**config.mk**
```make
export PLATFORM = sky130hd
export DESIGN_NAME = div21_arbiter
export DESIGN_NICKNAME = d
export VERILOG_FILES = /design/src/rtl/div21_arbiter.sv
export SDC_FILE = /design/constraint.sdc
export NUM_CORES = 1
export LEC_CHECK = 0
export BUFFER_PORTS_ARGS = -buffer_cell sky130_fd_sc_hd__buf_2
export CAP_MARGIN = 15
export CORE_UTILIZATION = 45
export CTS_CLUSTER_DIAMETER = 120
export DETAILED_ROUTE_END_ITERATION = 6
export HOLD_SLACK_MARGIN = 0.05
export PLACE_DENSITY = 0.77
export RECOVER_POWER = 50
export SYNTH_ARGS = -nofsm -noshare
export SYNTH_HDL_FRONTEND = slang
export SYNTH_SLANG_ARGS = --single-unit
```
**constraint.sdc**
```tcl
create_clock -name clk -period 12 [get_ports clk]
set_input_delay 2.4 -clock clk [delete_from_list [all_inputs] [get_ports clk]]
set_output_delay 2.4 -clock clk [all_outputs]
set_load 0.01 [all_outputs]
```
**src/rtl/div21_arbiter.sv**
```systemverilog
// div21_arbiter: round-robin arbiter and sequencer sharing one 21-bit signed
// divider among NUM_REQ render-pipeline requesters.
//
// Ports:
//   clk, rst                     clock (rising edge), async active-high reset
//   req[NUM_REQ]                 per-requester request, held with operands until gnt
//   req_dividend, req_divisor    packed signed operands, requester i at [21*i +: 21]
//   gnt[NUM_REQ]                 one-cycle accept pulse (operands captured)
//   rsp_valid, rsp_id            one-cycle result pulse and requester id of the result
//   rsp_quotient, rsp_err        signed quotient; err 00 ok, 01 divide-by-zero, 10 timeout
//   div_open, div_dividend,
//   div_divisor                  divider start level and operands
//   div_finish, div_quotient     divider done level and result
//   busy                         high whenever the sequencer is not idle
module div21_arbiter #(
    parameter int unsigned NUM_REQ = 4,
    parameter int unsigned IDW     = 2,
    parameter int unsigned TIMEOUT = 64
) (
    input  logic                  clk,
    input  logic                  rst,
    input  logic [NUM_REQ-1:0]    req,
    input  logic [NUM_REQ*21-1:0] req_dividend,
    input  logic [NUM_REQ*21-1:0] req_divisor,
    output logic [NUM_REQ-1:0]    gnt,
    output logic                  rsp_valid,
    output logic [IDW-1:0]        rsp_id,
    output logic [20:0]           rsp_quotient,
    output logic [1:0]            rsp_err,
    output logic                  div_open,
    output logic [20:0]           div_dividend,
    output logic [20:0]           div_divisor,
    input  logic                  div_finish,
    input  logic [20:0]           div_quotient,
    output logic                  busy
);

    localparam int unsigned CW = $clog2(TIMEOUT) + 1;

    localparam logic [1:0] ErrOk      = 2'b00;
    localparam logic [1:0] ErrZero    = 2'b01;
    localparam logic [1:0] ErrTimeout = 2'b10;

    typedef enum logic [1:0] {StIdle, StBusy, StZero, StRelease} state_e;

    state_e               state_q, state_d;
    logic [IDW-1:0]       rr_q, rr_d;
    logic [IDW-1:0]       id_q, id_d;
    logic [CW-1:0]        cnt_q, cnt_d;
    logic [NUM_REQ-1:0]   gnt_q, gnt_d;
    logic                 rsp_valid_q, rsp_valid_d;
    logic [IDW-1:0]       rsp_id_q, rsp_id_d;
    logic [20:0]          quot_q, quot_d;
    logic [1:0]           err_q, err_d;
    logic                 open_q, open_d;
    logic [20:0]          dvd_q, dvd_d;
    logic [20:0]          dvs_q, dvs_d;

    // Round-robin search: first set req bit at or above rr_q, wrapping.
    logic                 win_found;
    logic [IDW-1:0]       win_id;
    int unsigned          idx;
    logic [NUM_REQ-1:0]   probe;
    logic [20:0]          sel_dividend;
    logic [20:0]          sel_divisor;

    always_comb begin
        win_found = 1'b0;
        win_id    = '0;
        idx       = 0;
        probe     = '0;
        for (int unsigned i = 0; i < NUM_REQ; i++) begin
            idx   = (32'(rr_q) + i) % NUM_REQ;
            probe = NUM_REQ'(1) << idx;
            if (!win_found && (|(req & probe))) begin
                win_found = 1'b1;
                win_id    = IDW'(idx);
            end
        end
    end

    assign sel_dividend = req_dividend[21*win_id +: 21];
    assign sel_divisor  = req_divisor[21*win_id +: 21];

    always_comb begin
        state_d     = state_q;
        rr_d        = rr_q;
        id_d        = id_q;
        cnt_d       = cnt_q;
        gnt_d       = '0;
        rsp_valid_d = 1'b0;
        rsp_id_d    = rsp_id_q;
        quot_d      = quot_q;
        err_d       = err_q;
        open_d      = open_q;
        dvd_d       = dvd_q;
        dvs_d       = dvs_q;

        unique case (state_q)
            StIdle: begin
                if (win_found) begin
                    dvd_d = sel_dividend;
                    dvs_d = sel_divisor;
                    id_d  = win_id;
                    gnt_d = NUM_REQ'(1) << win_id;
                    rr_d  = (32'(win_id) == NUM_REQ - 1) ? '0 : win_id + IDW'(1);
                    cnt_d = '0;
                    if (sel_divisor == '0) begin
                        state_d = StZero;
                    end else begin
                        open_d  = 1'b1;
                        state_d = StBusy;
                    end
                end
            end
            StBusy: begin
                // Finish is checked first so it wins over a coincident timeout.
                if (div_finish) begin
                    quot_d      = div_quotient;
                    err_d       = ErrOk;
                    rsp_valid_d = 1'b1;
                    rsp_id_d    = id_q;
                    open_d      = 1'b0;
                    state_d     = StRelease;
                end else if (cnt_q == CW'(TIMEOUT - 1)) begin
                    quot_d      = '0;
                    err_d       = ErrTimeout;
                    rsp_valid_d = 1'b1;
                    rsp_id_d    = id_q;
                    open_d      = 1'b0;
                    state_d     = StRelease;
                end else begin
                    cnt_d = cnt_q + CW'(1);
                end
            end
            StZero: begin
                // Saturate toward the sign of the dividend.
                quot_d      = dvd_q[20] ? 21'h100000 : 21'h0FFFFF;
                err_d       = ErrZero;
                rsp_valid_d = 1'b1;
                rsp_id_d    = id_q;
                state_d     = StIdle;
            end
            StRelease: begin
                // Keep the divider closed until it drops finish and can re-arm.
                if (!div_finish) begin
                    state_d = StIdle;
                end
            end
            default: state_d = StIdle;
        endcase
    end

    always_ff @(posedge clk or posedge rst) begin
        if (rst) begin
            state_q     <= StIdle;
            rr_q        <= '0;
            id_q        <= '0;
            cnt_q       <= '0;
            gnt_q       <= '0;
            rsp_valid_q <= 1'b0;
            rsp_id_q    <= '0;
            quot_q      <= '0;
            err_q       <= '0;
            open_q      <= 1'b0;
            dvd_q       <= '0;
            dvs_q       <= '0;
        end else begin
            state_q     <= state_d;
            rr_q        <= rr_d;
            id_q        <= id_d;
            cnt_q       <= cnt_d;
            gnt_q       <= gnt_d;
            rsp_valid_q <= rsp_valid_d;
            rsp_id_q    <= rsp_id_d;
            quot_q      <= quot_d;
            err_q       <= err_d;
            open_q      <= open_d;
            dvd_q       <= dvd_d;
            dvs_q       <= dvs_d;
        end
    end

    assign gnt          = gnt_q;
    assign rsp_valid    = rsp_valid_q;
    assign rsp_id       = rsp_id_q;
    assign rsp_quotient = quot_q;
    assign rsp_err      = err_q;
    assign div_open     = open_q;
    assign div_dividend = dvd_q;
    assign div_divisor  = dvs_q;
    assign busy         = (state_q != StIdle);

endmodule

```
; Yosys cells after proc, flatten, opt, wreduce, memory -nomap -nowiden
; Index checks and enable logic that the tools add are counted.
[classes]
add_sub_neg = 5
multipliers = 1
eq_ne = 11
shift = 7
n_mux = 39
bitwise = 4
reduce_logical = 20
[op_table]
columns = op, count
row1 = $shiftx A84 B8 Y21, 2
row2 = $mux W21, 3
row3 = $pmux W21 S2, 1
row4 = $mux W2, 14
row5 = $logic_not A21 Y1, 1
row6 = $mux W7, 3
row7 = $shl A1 B2 Y4 const A, 5
row8 = $and A4 B4 Y4, 4
row9 = $reduce_or A4 Y1, 4
row10 = $pmux W7 S2, 1
row11 = $mux W1, 10
row12 = $ne A2 B2 Y1 const B, 5
row13 = $mux W4, 2
row14 = $pmux W2 S2, 2
row15 = $pmux W2 S4, 1
row16 = $reduce_and A4 Y1, 2
row17 = $add A7 B1 Y7 const B, 1
row18 = $eq A7 B6 Y1 const B, 1
row19 = $mul A5 B2 Y7 const A, 1
row20 = $eq A2 B2 Y1 const B, 3
row21 = $reduce_bool A2 Y1, 3
row22 = $add A2 B1 Y2 const B, 2
row23 = $add A2 B2 Y2 const B, 2
row24 = $pmux W1 S2, 2
row25 = other kinds (7), 12
[word_totals]
reg_bits = 86
in_bits = 196
out_inout_bits = 74

; Longest topological paths before layout
; Gate-level depths: netlist of run 1.
[logic_depth]
word_depth = 19
mapped_depth = 19
mapped_depth_nobuf = 13

; Worst setup path after synthesis of run 1
; OpenSTA, ideal clock, no wires.
[synth_timing]
kind = input to register
from = in req[1]
to = reg state_q[0]
setup_time_ps = 126
t_arrival_ps = 4863
required_time_ps = 11874
slack_ps = 7011
stages = 13
n_path_buf = 3
path_cell_list = a22oi_1 -> nand2_1 -> or4b_1 -> o211a_1 -> buf_6 -> clkinv_4 -> buf_8 -> buf_8 -> a31oi_1 -> a2111o_1 -> nor4b_4 -> a21oi_1 -> o21bai_1
[synth_via]
elab_chain_len = 18
[synth_rtl]
columns = item, line_no
row1 = "start, declared", 22  ; input logic [NUM_REQ-1:0] req,
row2 = $and A4 B4 Y4, 75  ; if (!win_found && (|(req & probe))) begin
row3 = $reduce_or A4 Y1, 75
row4 = $mux W1, 75
row5 = $logic_not A1 Y1, 75
row6 = $logic_and A1 B1 Y1, 75
row7 = $mux W1, 75
row8 = $logic_not A1 Y1, 75
row9 = $logic_and A1 B1 Y1, 75
row10 = (+2 left out), -
row11 = $logic_and A1 B1 Y1, 75
row12 = $mux W2, 75
row13 = $mul A5 B2 Y7, 83  ; assign sel_divisor = req_divisor[21*win_id +: 21];
row14 = $shiftx A84 B8 Y21, 83
row15 = $logic_not A21 Y1, 108  ; if (sel_divisor == '0) begin
row16 = $mux W2, 108
row17 = $mux W2, 101  ; if (win_found) begin
row18 = $pmux W2 S4, 99  ; unique case (state_q)
row19 = "end signal, assigned", 156  ; state_q <= StIdle;
row20 = "end signal, assigned", 169  ; state_q <= state_d;
row21 = "end, declared", 46  ; state_e state_q, state_d;
; Several ways; a longest one is shown, not always the timed one. The select of a mux whose other input is x is not followed.
; A chain may end at the register's enable or synchronous reset.

; Worst setup path in the final report of run 1
[layout_timing]
from = in req[2]
to = reg state_q[0]
; Same word-level chain as after synthesis.

==> results of run 1 <==
-- path summary, 6_finish.rpt --
kind | startpoint | endpoint | cells after the start
min | div_dividend[14] | div_dividend[14] | 2
max | req[2] | state_q[0] | 13
max reg2reg | rr_q[0] | state_q[0] | 15
min in group asynchronous | rst | rsp_quotient[10] | 2
max in group asynchronous | rst | rr_q[0] | 3
min reg2reg | div_dividend[14] | div_dividend[14] | 2
-- layer usage --
layer  track usage [%]  routed length, um  vias to the layer above
met4              9.13                475                        0
met5                 0                  0                        -
met3              7.66               1650                       41
met2              46.1               9290                      321
met1              33.8               7930                     3135
li1                  -                  -                     3300
-- cells by family after synthesis --
group / count (synthesis) / share of synthesized area [%]
fa+ha+maj: 14 / 2.90
xor+xnor: 6 / 0.869
flops: 86 / 35.6
buf+inv: 79 / 5.67
mux: 20 / 3.66
simple gates: 337 / 25.2
compound gates: 246 / 26.1
-- sequential cells by signal, indices dropped and copies added (netlist names) --
signal        count
cnt_q             7
div_dividend     21
div_divisor      21
div_open          1
gnt               4
id_q              2
rr_q              2
rsp_err           2
rsp_id            2
rsp_quotient     21
rsp_valid         1
state_q           2
-- power by group --
part	internal (mW)	leakage, nW	switching, mW
clock network	0.145	0.135	0.125
logic	0.617	2.26	1.18
registers	0.427	1.06	0.0719
total	1.19	3.46	1.38
-- metrics by stage --
stage	area, um2	std cells
after floorplan	6050	788
after global placement	7430	1176
after detailed placement	7430	1176
final	7620	1193
after CTS	7720	1192
after global routing	7620	1193
-- layout by cell type (no fill, tap or decap), types with 8 or more instances in the layout --
| cell | n |
|---|---|
| sky130_fd_sc_hd__a2111oi_0 | 11 |
| sky130_fd_sc_hd__a211oi_1 | 15 |
| sky130_fd_sc_hd__a21oi_1 | 48 |
| sky130_fd_sc_hd__a22o_1 | 8 |
| sky130_fd_sc_hd__a32oi_1 | 13 |
| sky130_fd_sc_hd__buf_2 | 196 |
| sky130_fd_sc_hd__buf_4 | 11 |
| sky130_fd_sc_hd__clkbuf_1 | 75 |
| sky130_fd_sc_hd__clkbuf_16 | 9 |
| sky130_fd_sc_hd__dfrtp_1 | 85 |
| sky130_fd_sc_hd__ha_1 | 14 |
| sky130_fd_sc_hd__inv_1 | 10 |
| sky130_fd_sc_hd__mux2_2 | 15 |
| sky130_fd_sc_hd__nand2_1 | 120 |
| sky130_fd_sc_hd__nand2b_1 | 11 |
| sky130_fd_sc_hd__nand3_1 | 25 |
| sky130_fd_sc_hd__nor2_1 | 97 |
| sky130_fd_sc_hd__nor3_1 | 29 |
| sky130_fd_sc_hd__nor4_1 | 8 |
| sky130_fd_sc_hd__o21ai_0 | 93 |
| sky130_fd_sc_hd__o31ai_1 | 10 |
| sky130_fd_sc_hd__or3_1 | 20 |
-- worst reg2reg max path, stage by stage, from the launching register on --
cell and delay [ps]:
sky130_fd_sc_hd__dfrtp_2 340, sky130_fd_sc_hd__buf_4 520, sky130_fd_sc_hd__inv_2 450, sky130_fd_sc_hd__ha_1 420, sky130_fd_sc_hd__a22o_1 260, sky130_fd_sc_hd__a211oi_1 390, sky130_fd_sc_hd__buf_2 280, sky130_fd_sc_hd__o211ai_1 430
sky130_fd_sc_hd__nand2_2 900, sky130_fd_sc_hd__inv_2 660, sky130_fd_sc_hd__a211oi_1 410, sky130_fd_sc_hd__a31oi_1 90, sky130_fd_sc_hd__a2111o_1 450, sky130_fd_sc_hd__nor4b_4 440, sky130_fd_sc_hd__a21oi_1 120, sky130_fd_sc_hd__o21bai_1 160
-- final cells by class --
cell class	count	area (um2)	area share (%)
multi-input cells	623	3560	46.8
flip-flops and latches	86	2150	28.2
repair buffers	282	1350	17.6
clock buffers	9	225	2.95
well taps	172	215	2.82
clock inverters	7	61.3	0.804
inverters	14	58.8	0.771
==> flow_summary.yaml, run 1 <==
pwr:
  p_leak_nw: 3.46
  vdd_ir_drop_max_mv: 0.302
  power.total_mw: 2.57
  cellPowerDensity_mw_per_mm2: 337
routing:
  wl_per_cell_um: 16.2
  drt_iter0_markers: 544
  wire_length_after_detailed_routing_um: 19300
  via_per_inst: 5.70
  remaining_drc_errors: 0
  route.vias.total: 6797
  drtAntennaViolNets: 0
  first_pass_iters: 5
cells_and_area:
  final_layout_size_suffix_gt1_share_pct: 24.7
  finish.utilization_pct: 59.2
  layout.nets: 1226
  area_growth_syn_to_layout_pct: 26.0
  final_antenna_diode_count: 0
  nFillCells: 1261
worst_setup_path:
  critPathCaptureType: "flip-flop"
  cp_top_family: "compound AO/OA/AOI/OAI gates"
  crit_path_cell_trace: "buf_2 > a22o_1 > a211oi_1 > buf_2 > o211ai_1 > nand2_2 > inv_2 > a211oi_1 > a31oi_1 > a2111o_1 > nor4b_4 > a21oi_1 > o21bai_1"
  cp_slowest_stage_delay_ps: 900
  critical_path_buf_inv_count: 3
  startpoint_to_endpoint_class_of_the_critical_path: "input port to flip-flop"
  critical_path_required_ps: 12220
  r2r_setup_slack_ps: 5560
  worst-path-max-fanout: 56
  timing.critical_path.slowest_stage_cell: "sky130_fd_sc_hd__nand2_2"
  crit_path_start_kind: "input port"
  cp.arrival_ps: 7130
floorplan:
  initial_utilization_pct: 47.0
  core-area_mm2: 0.0129
  io_pins: 270
  floorplan.rows: 41
  floorplan.die.height_um: 118
  die_width_um: 118
  die-area_mm2: 0.0139
run_status:
  status: "complete, but fails checks"
  violations_in_the_final_reports: "max-capacitance violations, max-slew violations"
timing:
  setup_slack_ps: 5100
  timing.clock.skew_ps: 6.21
  grt_setup_unrepaired: "false"
  period_minus_slack_ps: 6900
  hold_violations: 0
  setup_viol: 0
  fin_setup_tns_ps: 0
  hold_slack_ps: 478
  finalCritPeriodShare_pct: 57.5
  max_freq_mhz: 145
  tightestPinTransition_ps: 1870
  relSlewSlack_pct: -25.6
  timing_max_transition_violations_final: 90
clocking:
  cts.repair_timing.setup_buffer_count: 0
  cts.sink_count: 86
  clk-insertion-delay-late_ps: 340
  htreeDepth: 3
  cts_buffer_depth: 2
  number_of_buffers_created_by_cts: 9
  cts_tree: "yes"
  clockRootBuffer: "sky130_fd_sc_hd__clkbuf_16"
  holdBufCountCts: 0
  clk_pin_slew_ps: 70
  post_cts.resized_instances: 0
synth:
  synth_edf_count: 0
  ys_types: 59
  yosys_warnings: 0
  synth_top_area_cell: "sky130_fd_sc_hd__dfrtp_1"
  synthDominantCellAreaShare_pct: 35.6
  synth_area_mm2: 0.00605
  synth_most_common_cell: "sky130_fd_sc_hd__nand2_1"
  synth_area_per_cell_um2: 7.68
  synth.top_cells.by_count: "sky130_fd_sc_hd__nand2_1 (122), sky130_fd_sc_hd__nor2_1 (97), sky130_fd_sc_hd__o21ai_0 (92), sky130_fd_sc_hd__dfrtp_1 (86), sky130_fd_sc_hd__clkbuf_1 (49)"
  syn_nets: 998
  ys_seq_elements: 86
  synth_sequential_area_ratio_pct: 35.6
  yosys_most_used_dff: "sky130_fd_sc_hd__dfrtp_1"
  synthesis.instances: 788
  asyncSetResetFlopFracSynth_pct: 100
  synth_top_cells_by_area: "sky130_fd_sc_hd__dfrtp_1 (36%), sky130_fd_sc_hd__o21ai_0 (7.6%), sky130_fd_sc_hd__nand2_1 (7.6%)"
place:
  buffer_ports.inserted: 269
  post-place-ws_ps: 4330
  hpwl_um: 14000
  gp_congestion: 0.863
run:
  drv.max_cap_violation_count: 2
grt:
  grt_antenna_before_repair: 0
  first_pass_grt_wire_length_um: 30900
  grt_pass1_vias: 6248
  groute.usage.overall_pct: 27.5
  global_route.overflow_total: 0
  grt_start_max_net_pins: 70
worst_hold_path:
  worst_hold_path_type: "flip-flop to flip-flop"
Note: power is estimated with default switching activity, not from simulation.
==> run 2, diff against run 1 <==
CORE_UTILIZATION = 44   (was 45)
PLACE_DENSITY = 0.78   (was 0.77)
clock period = 5.97 ns   (was 12 ns; I/O delays follow)
==> flow_summary.yaml, run 2 (same netlist as run 1, synthesis figures left out) <==
run_status:
  status: "complete, but fails checks"
  violations_in_the_final_reports: "max-capacitance violations, max-slew violations"
routing:
  first_pass_iters: 5
  via_per_inst: 5.66
  wire_length_after_detailed_routing_um: 18700
  route.vias.total: 6777
  drt_iter0_markers: 555
  drtAntennaViolNets: 0
  wl_per_cell_um: 15.6
  remaining_drc_errors: 0
cells_and_area:
  final_layout_size_suffix_gt1_share_pct: 24.9
  mostFrequentLayoutCells: "sky130_fd_sc_hd__buf_2 (196), sky130_fd_sc_hd__nand2_1 (121), sky130_fd_sc_hd__nor2_1 (97), sky130_fd_sc_hd__o21ai_0 (92), sky130_fd_sc_hd__dfrtp_1 (85)"
  layout.nets: 1227
  area_growth_syn_to_layout_pct: 26.6
  nFillCells: 1319
  layout.cells.most_common: "sky130_fd_sc_hd__buf_2"
  final_antenna_diode_count: 0
worst_hold_path:
  worst_hold_path_type: "flip-flop to flip-flop"
floorplan:
  floorplan.rows: 42
  floorplan.die.height_um: 119
  io_pins: 270
  initial_utilization_pct: 45.3
  die_width_um: 119
  core-area_mm2: 0.0133
  die-area_mm2: 0.0142
grt:
  grt_antenna_before_repair: 1
  grt_pass1_vias: 6126
  groute.usage.overall_pct: 26.4
  first_pass_grt_wire_length_um: 29900
  grt_start_max_net_pins: 69
  use_met2_pct: 42.3
  globalRouteMet1Util_pct: 33.6
  busiest_metal_layer_after_global_routing: "met2"
  global_route.overflow_total: 0
  global_route.usage.met3_pct: 6.37
worst_setup_path:
  critical_path_required_ps: 6200
  cp_slowest_stage_delay_ps: 820
  timing.critical_path.slowest_stage_cell: "sky130_fd_sc_hd__a211oi_2"
  worst-path-max-fanout: 68
  startpoint_to_endpoint_class_of_the_critical_path: "flip-flop to flip-flop"
  critical_path_buf_inv_count: 2
  critPathCaptureType: "flip-flop"
  crit_path_cell_trace: "buf_4 > ha_1 > a22oi_1 > a211oi_2 > o21ai_2 > nand2_1 > inv_2 > a211oi_1 > a31oi_1 > a2111o_1 > nor4b_4 > a21oi_1 > o21bai_1"
  cp.arrival_ps: 5200
  crit_path_start_kind: "flip-flop"
  cp_top_family: "compound AO/OA/AOI/OAI gates"
place:
  gp_congestion: 0.937
  buffer_ports.inserted: 269
  hpwl_um: 13700
clocking:
  cts.repair_timing.setup_buffer_count: 0
  clockRootBuffer: "sky130_fd_sc_hd__clkbuf_16"
  post_cts.resized_instances: 0
  cts.sink_count: 86
  clk-insertion-delay-late_ps: 350
  htreeDepth: 3
  cts_tree: "yes"
  cts_buffer_depth: 2
  number_of_buffers_created_by_cts: 9
  holdBufCountCts: 0
  clk_pin_slew_ps: 70
run:
  drv.max_cap_violation_count: 2
pwr:
  p_leak_nw: 3.49
  vdd_ir_drop_max_mv: 0.484
  power.total_mw: 5.18
  cellPowerDensity_mw_per_mm2: 677
timing:
  grt_setup_unrepaired: "false"
  fin_setup_tns_ps: 0
  setup_viol: 0
  timing_max_transition_violations_final: 89
  hold_violations: 0
  period_minus_slack_ps: 4980
  timing.clock.skew_ps: 7.28
  relSlewSlack_pct: -47.9
  max_freq_mhz: 201
  finalCritPeriodShare_pct: 83.4
  tightestPinTransition_ps: 2220
run 2: cell types whose count changed in the layout (fill, tap and decap cells not counted), sizes merged:
| cell | previous run | this run |
|---|---|---|
| clkinvlp | 3 | 1 |
| inv | 17 | 16 |
| clkinv | 1 | 4 |
| clkbuf | 84 | 83 |
| buf | 207 | 209 |
run 2: layout make-up:
cell class	count	area (um2)	share of cell area (%)
clock inverters	7	76.3	0.997
flip-flops and latches	86	2150	28.1
multi-input cells	623	3570	46.6
well taps	176	220	2.88
clock buffers	9	225	2.94
inverters	14	58.8	0.768
repair buffers	283	1360	17.7
run 2: tightest hold or removal path, cell delays in order, from the launching register on:
cell	delay (ps)
sky130_fd_sc_hd__dfrtp_1	340
sky130_fd_sc_hd__nand2_1	40
sky130_fd_sc_hd__o21ai_0	60
run 2: worst paths after layout:
check / start / endpoint / slack, ps / cells past startpoint
worst min register to register: div_dividend[5] / div_dividend[5] / 480 / 2
max in group asynchronous: rst / rr_q[0] / 1720 / 3
worst max register to register: rr_q[0] / state_q[0] / 990 / 13
worst max-delay path: rr_q[0] / state_q[0] / 990 / 13
min in group asynchronous: rst / rsp_quotient[13] / 1340 / 2
worst min-delay path: div_dividend[5] / div_dividend[5] / 480 / 2
run 2: per-layer routing:
| metal | share of wire (%) | wire length (um) |
|---|---|---|
| met2 | 47 | 8810 |
| met5 | 0 | 0 |
| met3 | 8.4 | 1580 |
| met1 | 42 | 7790 |
| met4 | 3.0 | 555 |
run 2: metrics by stage:
stage | setup slack [ps] | hold slack [ps] | cells | utilization (%) | area [um2]
finish | 993 | 478 | 1198 | 57.4 | 7660
global route | 682 | 499 | 1198 | 57.4 | 7660
CTS | 1150 | 480 | 1198 | 58.1 | 7750
detailed placement | 1020 | 464 | 1182 | 55.8 | 7450
global placement | 1070 | 457 | 1182 | 55.8 | 7450
floorplan | 1840 | 446 | 788 | - | 6050
run 2: power breakdown:
group	switching [mW]	internal (mW)	leakage (nW)
logic	2.36	1.25	2.27
registers	0.152	0.858	1.06
clock network	0.268	0.298	0.149
total	2.78	2.40	3.49
